**src/rtl/sm4_mode_ctrl.sv**
```systemverilog
// SM4 block-mode wrapper: packs 32-bit words into 128-bit blocks, drives an external
// cipher core and unpacks results. CBC chaining is built only when SM4_MODE_CBC_EN is defined.
module sm4_mode_ctrl #(
    parameter int word_width_p = 32,
    parameter int group_size_p = 128
) (
    input  logic                    clk_i,
    input  logic                    reset_i,
    input  logic                    init_i,
    input  logic [group_size_p-1:0] key_i,
    input  logic [group_size_p-1:0] iv_i,
    input  logic                    mode_i,
    input  logic                    decode_i,
    input  logic [word_width_p-1:0] data_i,
    input  logic                    v_i,
    output logic                    ready_o,
    output logic [word_width_p-1:0] data_o,
    output logic                    v_o,
    input  logic                    yumi_i,
    output logic [group_size_p-1:0] core_content_o,
    output logic [group_size_p-1:0] core_key_o,
    output logic                    core_decode_o,
    output logic                    core_v_o,
    input  logic                    core_ready_i,
    input  logic [group_size_p-1:0] core_crypt_i,
    input  logic                    core_v_i,
    output logic                    core_yumi_o
);
    localparam int Words = group_size_p / word_width_p;
    localparam int CntW  = $clog2(Words);

    localparam logic [1:0] S_COLLECT = 2'd0;
    localparam logic [1:0] S_ISSUE   = 2'd1;
    localparam logic [1:0] S_WAIT    = 2'd2;
    localparam logic [1:0] S_DRAIN   = 2'd3;

    typedef logic [Words-1:0][word_width_p-1:0] blk_t;

    logic [1:0]              state_q, state_d;
    logic [CntW-1:0]         cnt_q, cnt_d;
    blk_t                    blk_q, blk_d, out_q, out_d;
    logic [group_size_p-1:0] key_q, key_d;
    logic                    dec_q, dec_d;
    logic [group_size_p-1:0] result;
    logic                    cfg_ld, last;

    assign last   = (cnt_q == {CntW{1'b1}});
    assign cfg_ld = init_i && (state_q == S_COLLECT) && (cnt_q == '0);

`ifdef SM4_MODE_CBC_EN
    logic [group_size_p-1:0] chain_q, chain_d;
    logic                    mode_q, mode_d;

    assign core_content_o = (mode_q && !dec_q) ? (blk_q ^ chain_q) : blk_q;
    assign result         = (mode_q && dec_q) ? (core_crypt_i ^ chain_q) : core_crypt_i;

    always_comb begin
        mode_d  = mode_q;
        chain_d = chain_q;
        if (cfg_ld) begin
            mode_d  = mode_i;
            chain_d = iv_i;
        end else if (state_q == S_WAIT && core_v_i && mode_q) begin
            chain_d = dec_q ? blk_q : core_crypt_i;
        end
    end

    always_ff @(posedge clk_i or posedge reset_i) begin
        if (reset_i) begin
            mode_q  <= 1'b0;
            chain_q <= '0;
        end else begin
            mode_q  <= mode_d;
            chain_q <= chain_d;
        end
    end
`else
    logic unused_cbc_cfg;
    assign unused_cbc_cfg = ^{iv_i, mode_i};
    assign core_content_o = blk_q;
    assign result         = core_crypt_i;
`endif

    // Word 0 is the most significant word, hence the inverted counter as index.
    always_comb begin
        state_d = state_q;
        cnt_d   = cnt_q;
        blk_d   = blk_q;
        out_d   = out_q;
        key_d   = key_q;
        dec_d   = dec_q;
        if (cfg_ld) begin
            key_d = key_i;
            dec_d = decode_i;
        end
        case (state_q)
            S_COLLECT: if (v_i) begin
                blk_d[~cnt_q] = data_i;
                cnt_d         = cnt_q + 1'b1;
                if (last) state_d = S_ISSUE;
            end
            S_ISSUE: if (core_ready_i) state_d = S_WAIT;
            S_WAIT: if (core_v_i) begin
                out_d   = result;
                state_d = S_DRAIN;
            end
            S_DRAIN: if (yumi_i) begin
                cnt_d = cnt_q + 1'b1;
                if (last) state_d = S_COLLECT;
            end
            default: state_d = S_COLLECT;
        endcase
    end

    always_ff @(posedge clk_i or posedge reset_i) begin
        if (reset_i) begin
            state_q <= S_COLLECT;
            cnt_q   <= '0;
            blk_q   <= '0;
            out_q   <= '0;
            key_q   <= '0;
            dec_q   <= 1'b0;
        end else begin
            state_q <= state_d;
            cnt_q   <= cnt_d;
            blk_q   <= blk_d;
            out_q   <= out_d;
            key_q   <= key_d;
            dec_q   <= dec_d;
        end
    end

    assign ready_o       = (state_q == S_COLLECT);
    assign core_v_o      = (state_q == S_ISSUE);
    assign core_yumi_o   = (state_q == S_WAIT) && core_v_i;
    assign v_o           = (state_q == S_DRAIN);
    assign data_o        = out_q[~cnt_q];
    assign core_key_o    = key_q;
    assign core_decode_o = dec_q;

endmodule

```
**config.mk**
```make
export PLATFORM = sky130hd
export DESIGN_NAME = sm4_mode_ctrl
export DESIGN_NICKNAME = d
export VERILOG_FILES = /design/src/rtl/sm4_mode_ctrl.sv
export SDC_FILE = /design/constraint.sdc
export NUM_CORES = 1
export LEC_CHECK = 0
export CAP_MARGIN = 0
export CORE_AREA = 2 2 283 285
export CTS_BUF_LIST = sky130_fd_sc_hd__clkbuf_8 sky130_fd_sc_hd__clkbuf_16
export CTS_CLUSTER_DIAMETER = 80
export DETAILED_ROUTE_END_ITERATION = 6
export DIE_AREA = 0 0 285 287
export GPL_TIMING_DRIVEN = 0
export SETUP_SLACK_MARGIN = 0.05
export SLEW_MARGIN = 20
export SYNTH_ARGS = -nofsm -noshare
export SYNTH_HDL_FRONTEND = slang
export SYNTH_SLANG_ARGS = --single-unit
```
**constraint.sdc**
```tcl
create_clock -name clk_i -period 33.6 [get_ports clk_i]
set_input_delay 6.72 -clock clk_i [delete_from_list [all_inputs] [get_ports clk_i]]
set_output_delay 6.72 -clock clk_i [all_outputs]
set_load 0.01 [all_outputs]
```
Word-level counts from Yosys, hierarchy flattened:

Index checks and enable logic that the tools add are counted.

* $add $sub $neg: 1
* magnitude comparators: 2
* equal/unequal tests: 10
* multiplexer cells: 15
* bitwise gates (word level): 1
* reductions and logical operators: 11

Operators with widths (number)
* 128-bit bitwise mux: 1
* 32-bit binary-select mux with 2-bit select: 1
* 32-bit demux with 2-bit select: 1
* 32-bit two-way mux: 2
* 2-bit two-way mux: 8
* 2-bit by 1-bit inequality test with 1-bit output, second input constant: 4
* 2-bit case mux with 4 select lines: 1
* 2-bit equality test, second input constant: 3
* 6-bit AND reduction: 1
* 1-bit logical AND: 4
* 2-bit zero test: 2
* 2-bit inequality test, second input constant: 2
* 2-bit case mux with 2 select lines: 1
* 2-bit AND reduction: 2
* 2-bit by 3-bit < comparator with 1-bit output, second input constant: 1
* 3-bit AND reduction: 1
* 2-bit by 1-bit adder with 2-bit output, second input constant: 1
* 2-bit by 1-bit equality test with 1-bit output, second input constant: 1
* 2-bit by 1-bit greater-or-equal comparator with 1-bit output, second input constant: 1
* 2-bit inverter: 1
* 2-bit nonzero test: 1

* bits in registers: 389
* input bits: 425
* output and inout port bits: 293

Longest topological paths before layout:

Gate-level depths: netlist (run 1).

* depth after elaboration: 6
* gate-level depth with buffers: 9
* mapped depth without buffers: 6

Worst setup path before layout (run 1):

No wires, ideal clock.

* kind: input to output
* start: input port core_v_i
* end: output port core_yumi_o
* arrival: 7.245 ns
* data required time: 26.880 ns
* setup slack: 19.635 ns
* stages: 3
* path buffers: 2
* cell sequence: and2_1 > buf_4 > buf_2

* longest elaborated chain between the ends: 1

RTL lines
* from (decl): line 26 `input logic core_v_i,`
* 1-bit logical AND: line 135 `assign core_yumi_o = (state_q == S_WAIT) && core_v_i;`
* to (decl): line 27 `output logic core_yumi_o`

No other way between the ends.

Worst setup path in the final report (run 1):

Same ends and word-level chain as after synthesis.

==> results of run 1 <==
==> registers in the layout, summed over array words and instances, names as in the netlist <==
| signal | flops |
|---|---|
| cnt_q | 2 |
| core_decode_o | 1 |
| core_content_o | 128 |
| out_q | 128 |
| state_q | 2 |
| core_key_o | 128 |
==> layer usage <==
layer | routed length [um] | track usage, % | share of wire, %
met1 | 19700 | 13.9 | 39
met2 | 25700 | 21.1 | 51
met3 | 3450 | 3.71 | 6.9
met4 | 1310 | 3.48 | 2.6
met5 | 0 | 0 | 0
==> area by class of cell <==
cell class,count,area (um^2)
inverters,9,41.3
well taps,1050,1310
diodes,4,10.0
plain buffers,49,267
clock inverters,25,160
clock buffers,58,1350
flip-flops and latches,389,9730
multi-input cells,442,5280
repair buffers,592,6000
fillers,7827,54500
==> worst reg2reg max path, delay by kind of cell (launching register included) <==
family	cells	cell delay, ps
buf+inv	6	1910
flops	1	470
mux	1	380
fa+ha+maj	1	290
simple gates	1	150
==> cells in the mapped netlist, drive strengths merged <==
cell type,n,area (um^2)
dfrtp,389,9730
mux2,387,4360
buf,49,267
mux4,32,721
inv,9,33.8
ha,8,100
nand3,5,30.0
nor2,4,17.5
o22ai,2,12.5
and2,1,6.26
mux2i,1,10.0
or3,1,11.3
xnor2,1,8.76
==> logic make-up after synthesis <==
kind of cell    count (synthesis)  synth area share (%)
simple gates                   11                 0.425
fa+ha+maj                       8                 0.654
compound gates                  2                0.0817
flops                         389                  63.6
buf+inv                        58                  1.96
xor+xnor                        1                0.0572
mux                           420                  33.3
==> path summary, 6_finish.rpt <==
| path | startpoint | depth (start not counted) | slack, ps | end |
|---|---|---|---|---|
| setup / recovery | core_v_i | 5 | 18170 | core_yumi_o |
| hold / removal | core_content_o[47]$_DFFE_PP0P_ | 1 | 500 | core_content_o[47]$_DFFE_PP0P_ |
| setup reg to reg | cnt_q[0]$_DFFE_PP0P_ | 9 | 30300 | core_key_o[82]$_DFFE_PP0P_ |
| hold reg to reg | core_content_o[47]$_DFFE_PP0P_ | 1 | 500 | core_content_o[47]$_DFFE_PP0P_ |
| max in group asynchronous | reset_i | 4 | 25840 | out_q[117]$_DFFE_PP0P_ |
| min in group asynchronous | reset_i | 2 | 6500 | core_key_o[115]$_DFFE_PP0P_ |
==> power groups by stage <==
stage	sequential (mW)	clock (mW)	combinational, mW
3_5_place_dp	0.840	0	1.04
3_3_place_gp	0.829	0	1.03
4_1_cts	0.833	0.510	1.05
5_1_grt	0.861	0.530	1.09
6_report	0.832	0.491	1.02
2_1_floorplan	0.878	0	0.415
==> stage by stage <==
step	hold WS, ps	worst slack (ps)	power, mW	cell area (um^2)
after floorplan	475	16070	1.29	15300
after global placement	484	11300	1.86	22500
after detailed placement	491	18080	1.88	22600
after CTS	504	18060	2.39	24100
after global routing	511	18020	2.48	24100
final	501	18170	2.35	24200
==> cell usage in the layout (no fill, tap or decap) <==
| master | netlist | routed |
|---|---|---|
| diode_2 | 0 | 4 |
| or3_4 | 1 | 1 |
| clkinv_2 | 0 | 8 |
| buf_2 | 42 | 42 |
| mux4_2 | 32 | 32 |
| buf_4 | 6 | 6 |
| buf_6 | 1 | 1 |
| xnor2_1 | 1 | 1 |
| nand3_2 | 1 | 1 |
| bufinv_16 | 0 | 1 |
| nand3_1 | 4 | 4 |
| mux2i_1 | 1 | 1 |
| ha_1 | 8 | 8 |
| clkbuf_16 | 0 | 49 |
| inv_8 | 0 | 1 |
| inv_6 | 0 | 2 |
| inv_1 | 8 | 17 |
| nor2_2 | 1 | 1 |
| clkinv_4 | 0 | 4 |
| mux2_4 | 1 | 1 |
| o22ai_1 | 2 | 2 |
| mux2_2 | 386 | 386 |
| nor2_1 | 3 | 3 |
| inv_2 | 1 | 1 |
| clkbuf_8 | 0 | 9 |
| buf_16 | 0 | 4 |
| clkdlybuf4s50_1 | 0 | 588 |
| and2_1 | 1 | 1 |
| dfrtp_1 | 389 | 389 |
==> results.json, run 1 <==
{
  "first_pass_iters": 4,
  "gp_congestion": 0.872,
  "crit_fanout": 10,
  "grt_overflow": 0,
  "fin_setup_tns_ps": 0,
  "switching_power_mw": 0.717,
  "grt_pass1_vias": 11400,
  "grt_usage_pct": 12.0,
  "drv_slew": 0,
  "core_um2": 78600,
  "max_freq_ghz": 0.0648,
  "hold_viol": 0,
  "pwr-share-clk_pct": 20.9,
  "worst_path_most_repeated_cell": "clkdlybuf4s50_1",
  "fin_crit_ps": 15430,
  "critPathMaxStageDelay_ps": 620,
  "io_pins": 718,
  "holdBufCountCts": 0,
  "netlist_area_um2": 15300,
  "seq_area_frac_synth_pct": 63.6,
  "htreeDepth": 2,
  "grt_start_max_net_pins": 101,
  "drive_above_1_share_pct": 35.2,
  "pwr-share-comb_pct": 43.7,
  "rsz0062_at_grt": "no",
  "cts.sinks": 389,
  "relSlewSlack_pct": 59.2,
  "crit_chain": "clkdlybuf4s50_1 > and2_1 > buf_4 > buf_2 > clkdlybuf4s50_1",
  "fin_skew_ps": 21.3,
  "cp_top_family": "buffers and inverters",
  "finalSetupViolations": 0,
  "p_int_mw": 1.63,
  "cp_slowest_cell": "clkdlybuf4s50_1",
  "seqPwrFrac_pct": 35.4,
  "postCtsResizedCells": 0,
  "clkTransAtPathRegs_ps": 50,
  "wl_per_cell_um": 19.2,
  "yosysUniqueCellTypes": 19,
  "dp_cells": 2531,
  "port_buffers": 588,
  "grt_pass1_wl_um": 73900,
  "p_per_area_nw_per_um2": 97.2,
  "status": "complete, no violations",
  "required_ps": 26880,
  "cts_tree": "done",
  "critPathKind": "input pin to primary output",
  "postCtsSetupBuffers": 0,
  "end_kind": "primary output",
  "fin_crit_sh_pct": 45.9,
  "antenna_found_initial": 2,
  "max_slew.worst_pin.slew_ps": 612,
  "clock-root-buffer": "clkbuf_16",
  "vdd_drop_max_v": 0.0000457,
  "p_leak_nw": 10.0,
  "switching_share_pct": 30.6,
  "final_util_pct": 30.7,
  "routed_wl_um": 50200,
  "dpl.hpwl_um": 39000,
  "ant_nets": 0,
  "fin_nets": 1965,
  "drv_cap": 0,
  "arrival_ps": 8710,
  "critPathBufInv": 4,
  "clock_latency_ps": 570,
  "cp-start-kind": "input pin",
  "cts_buffer_depth": 3,
  "die_x_um": 285,
  "rows": 103,
  "initial_core_util_pct": 19.5,
  "avgSynthCellArea_um2": 17.2,
  "holdCritPathClass": "flip-flop to flip-flop",
  "numCtsBuffers": 49,
  "die_h_um": 287,
  "netlist_instances": 889,
  "die-area_um2": 81800,
  "yosys_warnings": 0,
  "vias": 10100,
  "synth-seq-cells": 389,
  "via_per_inst": 3.86,
  "drtIter0Drc": 254,
  "syn_nets": 1322,
  "drcViolationCount": 0,
  "area_growth_pct": 57.7,
  "fin_cells": 2618
}
No activity file was read; power rests on OpenSTA's default activity.
==> run 2: changes to the inputs <==
--- a/config.mk
+++ b/config.mk
@@ -6,11 +6,11 @@
 export NUM_CORES = 1
 export LEC_CHECK = 0
 export CAP_MARGIN = 0
-export CORE_AREA = 2 2 283 285
+export CORE_AREA = 2 2 279 281
 export CTS_BUF_LIST = sky130_fd_sc_hd__clkbuf_8 sky130_fd_sc_hd__clkbuf_16
 export CTS_CLUSTER_DIAMETER = 80
 export DETAILED_ROUTE_END_ITERATION = 6
-export DIE_AREA = 0 0 285 287
+export DIE_AREA = 0 0 281 283
 export GPL_TIMING_DRIVEN = 0
 export SETUP_SLACK_MARGIN = 0.05
 export SLEW_MARGIN = 20
==> constraint.sdc (replaced) <==
create_clock -name clk_i -period 16.15 [get_ports clk_i]
set_input_delay 3.23 -clock clk_i [delete_from_list [all_inputs] [get_ports clk_i]]
set_output_delay 3.23 -clock clk_i [all_outputs]
set_load 0.01 [all_outputs]
==> run 2 against run 1 <==
Compared with the run above:
- global-route usage grew 0.54 points
- sequential share of layout area shrank 0.22 points
- sequential power grew 110%
- total power grew 110%
- largest cell class unchanged
- largest power group unchanged
- highest routed layer unchanged
==> results.json, run 2 (synthesized netlist as in run 1, its figures left out) <==
{
  "max_freq_ghz": 0.115,
  "fin_skew_ps": 13.7,
  "min_to": "out_q[48]$_DFFE_PP0P_",
  "clkTransAtPathRegs_ps": 50,
  "grt_pass1_wl_um": 74400,
  "die_x_um": 281,
  "cts_buffer_depth": 3,
  "dr_wl_met3_um": 3550,
  "r2r_end": "core_key_o[97]$_DFFE_PP0P_",
  "antenna_found_initial": 3,
  "drtIter0Drc": 246,
  "fin_nets": 1962,
  "drcViolationCount": 0,
  "postCtsResizedCells": 0,
  "crit_fanout": 10,
  "fin_crit_ps": 8720,
  "grt_start_max_net_pins": 105,
  "holdCritPathClass": "flip-flop to flip-flop",
  "pwr-share-clk_pct": 22.6,
  "rows": 102,
  "grt_pass1_vias": 11300,
  "die-area_um2": 79500,
  "min_from": "out_q[48]$_DFFE_PP0P_",
  "seqPwrFrac_pct": 34.5,
  "port_buffers": 588,
  "clock-root-buffer": "clkbuf_16",
  "core_um2": 76700,
  "gp_congestion": 0.861,
  "dp_cells": 2520,
  "p_per_area_nw_per_um2": 206,
  "fin_cells": 2609,
  "grt_usage_pct": 12.5,
  "initial_core_util_pct": 20.0,
  "drv_cap": 0,
  "area_growth_pct": 58.6,
  "numCtsBuffers": 47,
  "r2r-start": "cnt_q[0]$_DFFE_PP0P_",
  "status": "complete, no violations",
  "pwr-share-comb_pct": 42.9,
  "routed.top_layer": "met4",
  "pre_cts_ws_ps": 7400,
  "cp-start-kind": "input pin",
  "wl_per_cell_um": 19.4,
  "vdd_drop_max_v": 0.000101,
  "rrSetupSlack_ps": 12850,
  "clock_latency_ps": 560,
  "htreeDepth": 2,
  "dpl.hpwl_um": 38600,
  "multi_input_area_um2": 5280,
  "first_pass_iters": 4,
  "cts.sinks": 389,
  "relSlewSlack_pct": 54.1,
  "drv_slew": 0,
  "finalSetupViolations": 0,
  "hold_depth": 1,
  "layout_commonest_cell": "clkdlybuf4s50_1",
  "critPathKind": "input pin to primary output",
  "setup_ws_ps": 7430,
  "routed-wl-met2_um": 25200,
  "switching_power_mw": 1.52,
  "ant_nets": 0,
  "arrival_ps": 5490,
  "layout_common_cells": "clkdlybuf4s50_1, dfrtp_1, mux2_2",
  "via_per_inst": 3.87,
  "fillers": 7558,
  "fin_crit_sh_pct": 54.0,
  "holdBufCountCts": 0,
  "switching_share_pct": 30.4,
  "max_slew.worst_pin.slew_ps": 689,
  "regArea_um2": 9730,
  "die_h_um": 283,
  "vias": 10100,
  "hold_viol": 0,
  "grt_overflow": 0,
  "rr_worst_depth": 9,
  "end_kind": "primary output",
  "rsz0062_at_grt": "no",
  "p_int_mw": 3.48,
  "p_leak_nw": 10.1,
  "io_pins": 718,
  "postCtsSetupBuffers": 0,
  "required_ps": 12920,
  "routed_wl_um": 50500,
  "drive_above_1_share_pct": 35.6,
  "m1WireLength_um": 20400,
  "cts_tree": "done"
}
[run 2: area by class of cell]
| type | instances | area share, % |
|---|---|---|
| Sequential cell | 389 | 40.1 |
| Timing Repair Buffer | 591 | 24.6 |
| Multi-Input combinational cell | 442 | 21.7 |
| Clock buffer | 60 | 5.67 |
| Tap cell | 1040 | 5.36 |
| Clock inverter | 26 | 1.26 |
| Buffer | 49 | 1.10 |
| Inverter | 9 | 0.170 |
| Antenna cell | 3 | 0.0309 |
[run 2: worst max-delay path by stage]
| stage | endpoint | from | cells past startpoint |
|---|---|---|---|
| finish | core_yumi_o | core_v_i | 5 |
| floorplan | cnt_q[0]$_DFFE_PP0P_ | reset_i | 1 |
| global placement | core_content_o[88]$_DFFE_PP0P_ | reset_i | 2 |
| detailed placement | core_yumi_o | core_v_i | 5 |
| global route | core_yumi_o | core_v_i | 5 |
| CTS | core_yumi_o | core_v_i | 5 |
[run 2: critical path: stages]
cell             delay, ps
clkdlybuf4s50_1        510
and2_1                 360
buf_4                  310
buf_2                  430
clkdlybuf4s50_1        630
[run 2: per-layer routing]
layer / vias up / global-route usage [%]
met5: - / 0
met4: 0 / 4.09
met3: 77 / 3.75
met2: 338 / 21.4
met1: 5188 / 14.9
li1: 4500 / -
[run 2: power groups by stage]
| stage | logic (mW) | clock network (mW) | registers [mW] |
|---|---|---|---|
| final | 2.15 | 1.13 | 1.73 |
| after global routing | 2.28 | 1.21 | 1.79 |
| after CTS | 2.19 | 1.17 | 1.73 |
| after detailed placement | 2.18 | 0 | 1.74 |
| after global placement | 2.14 | 0 | 1.73 |
| after floorplan | 0.863 | 0 | 1.83 |
[run 2: per-stage QoR]
stage               hold slack, ps  util, %  setup TNS (ps)  total power [mW]  area, um^2
global placement               484     29.3        -1057200              3.87       22500
finish                         499     31.7               0              5.00       24300
floorplan                      475        -               0              2.69       15300
global route                   512     31.6               0              5.28       24300
detailed placement             491     29.5               0              3.92       22600
CTS                            504     31.6               0              5.09       24300
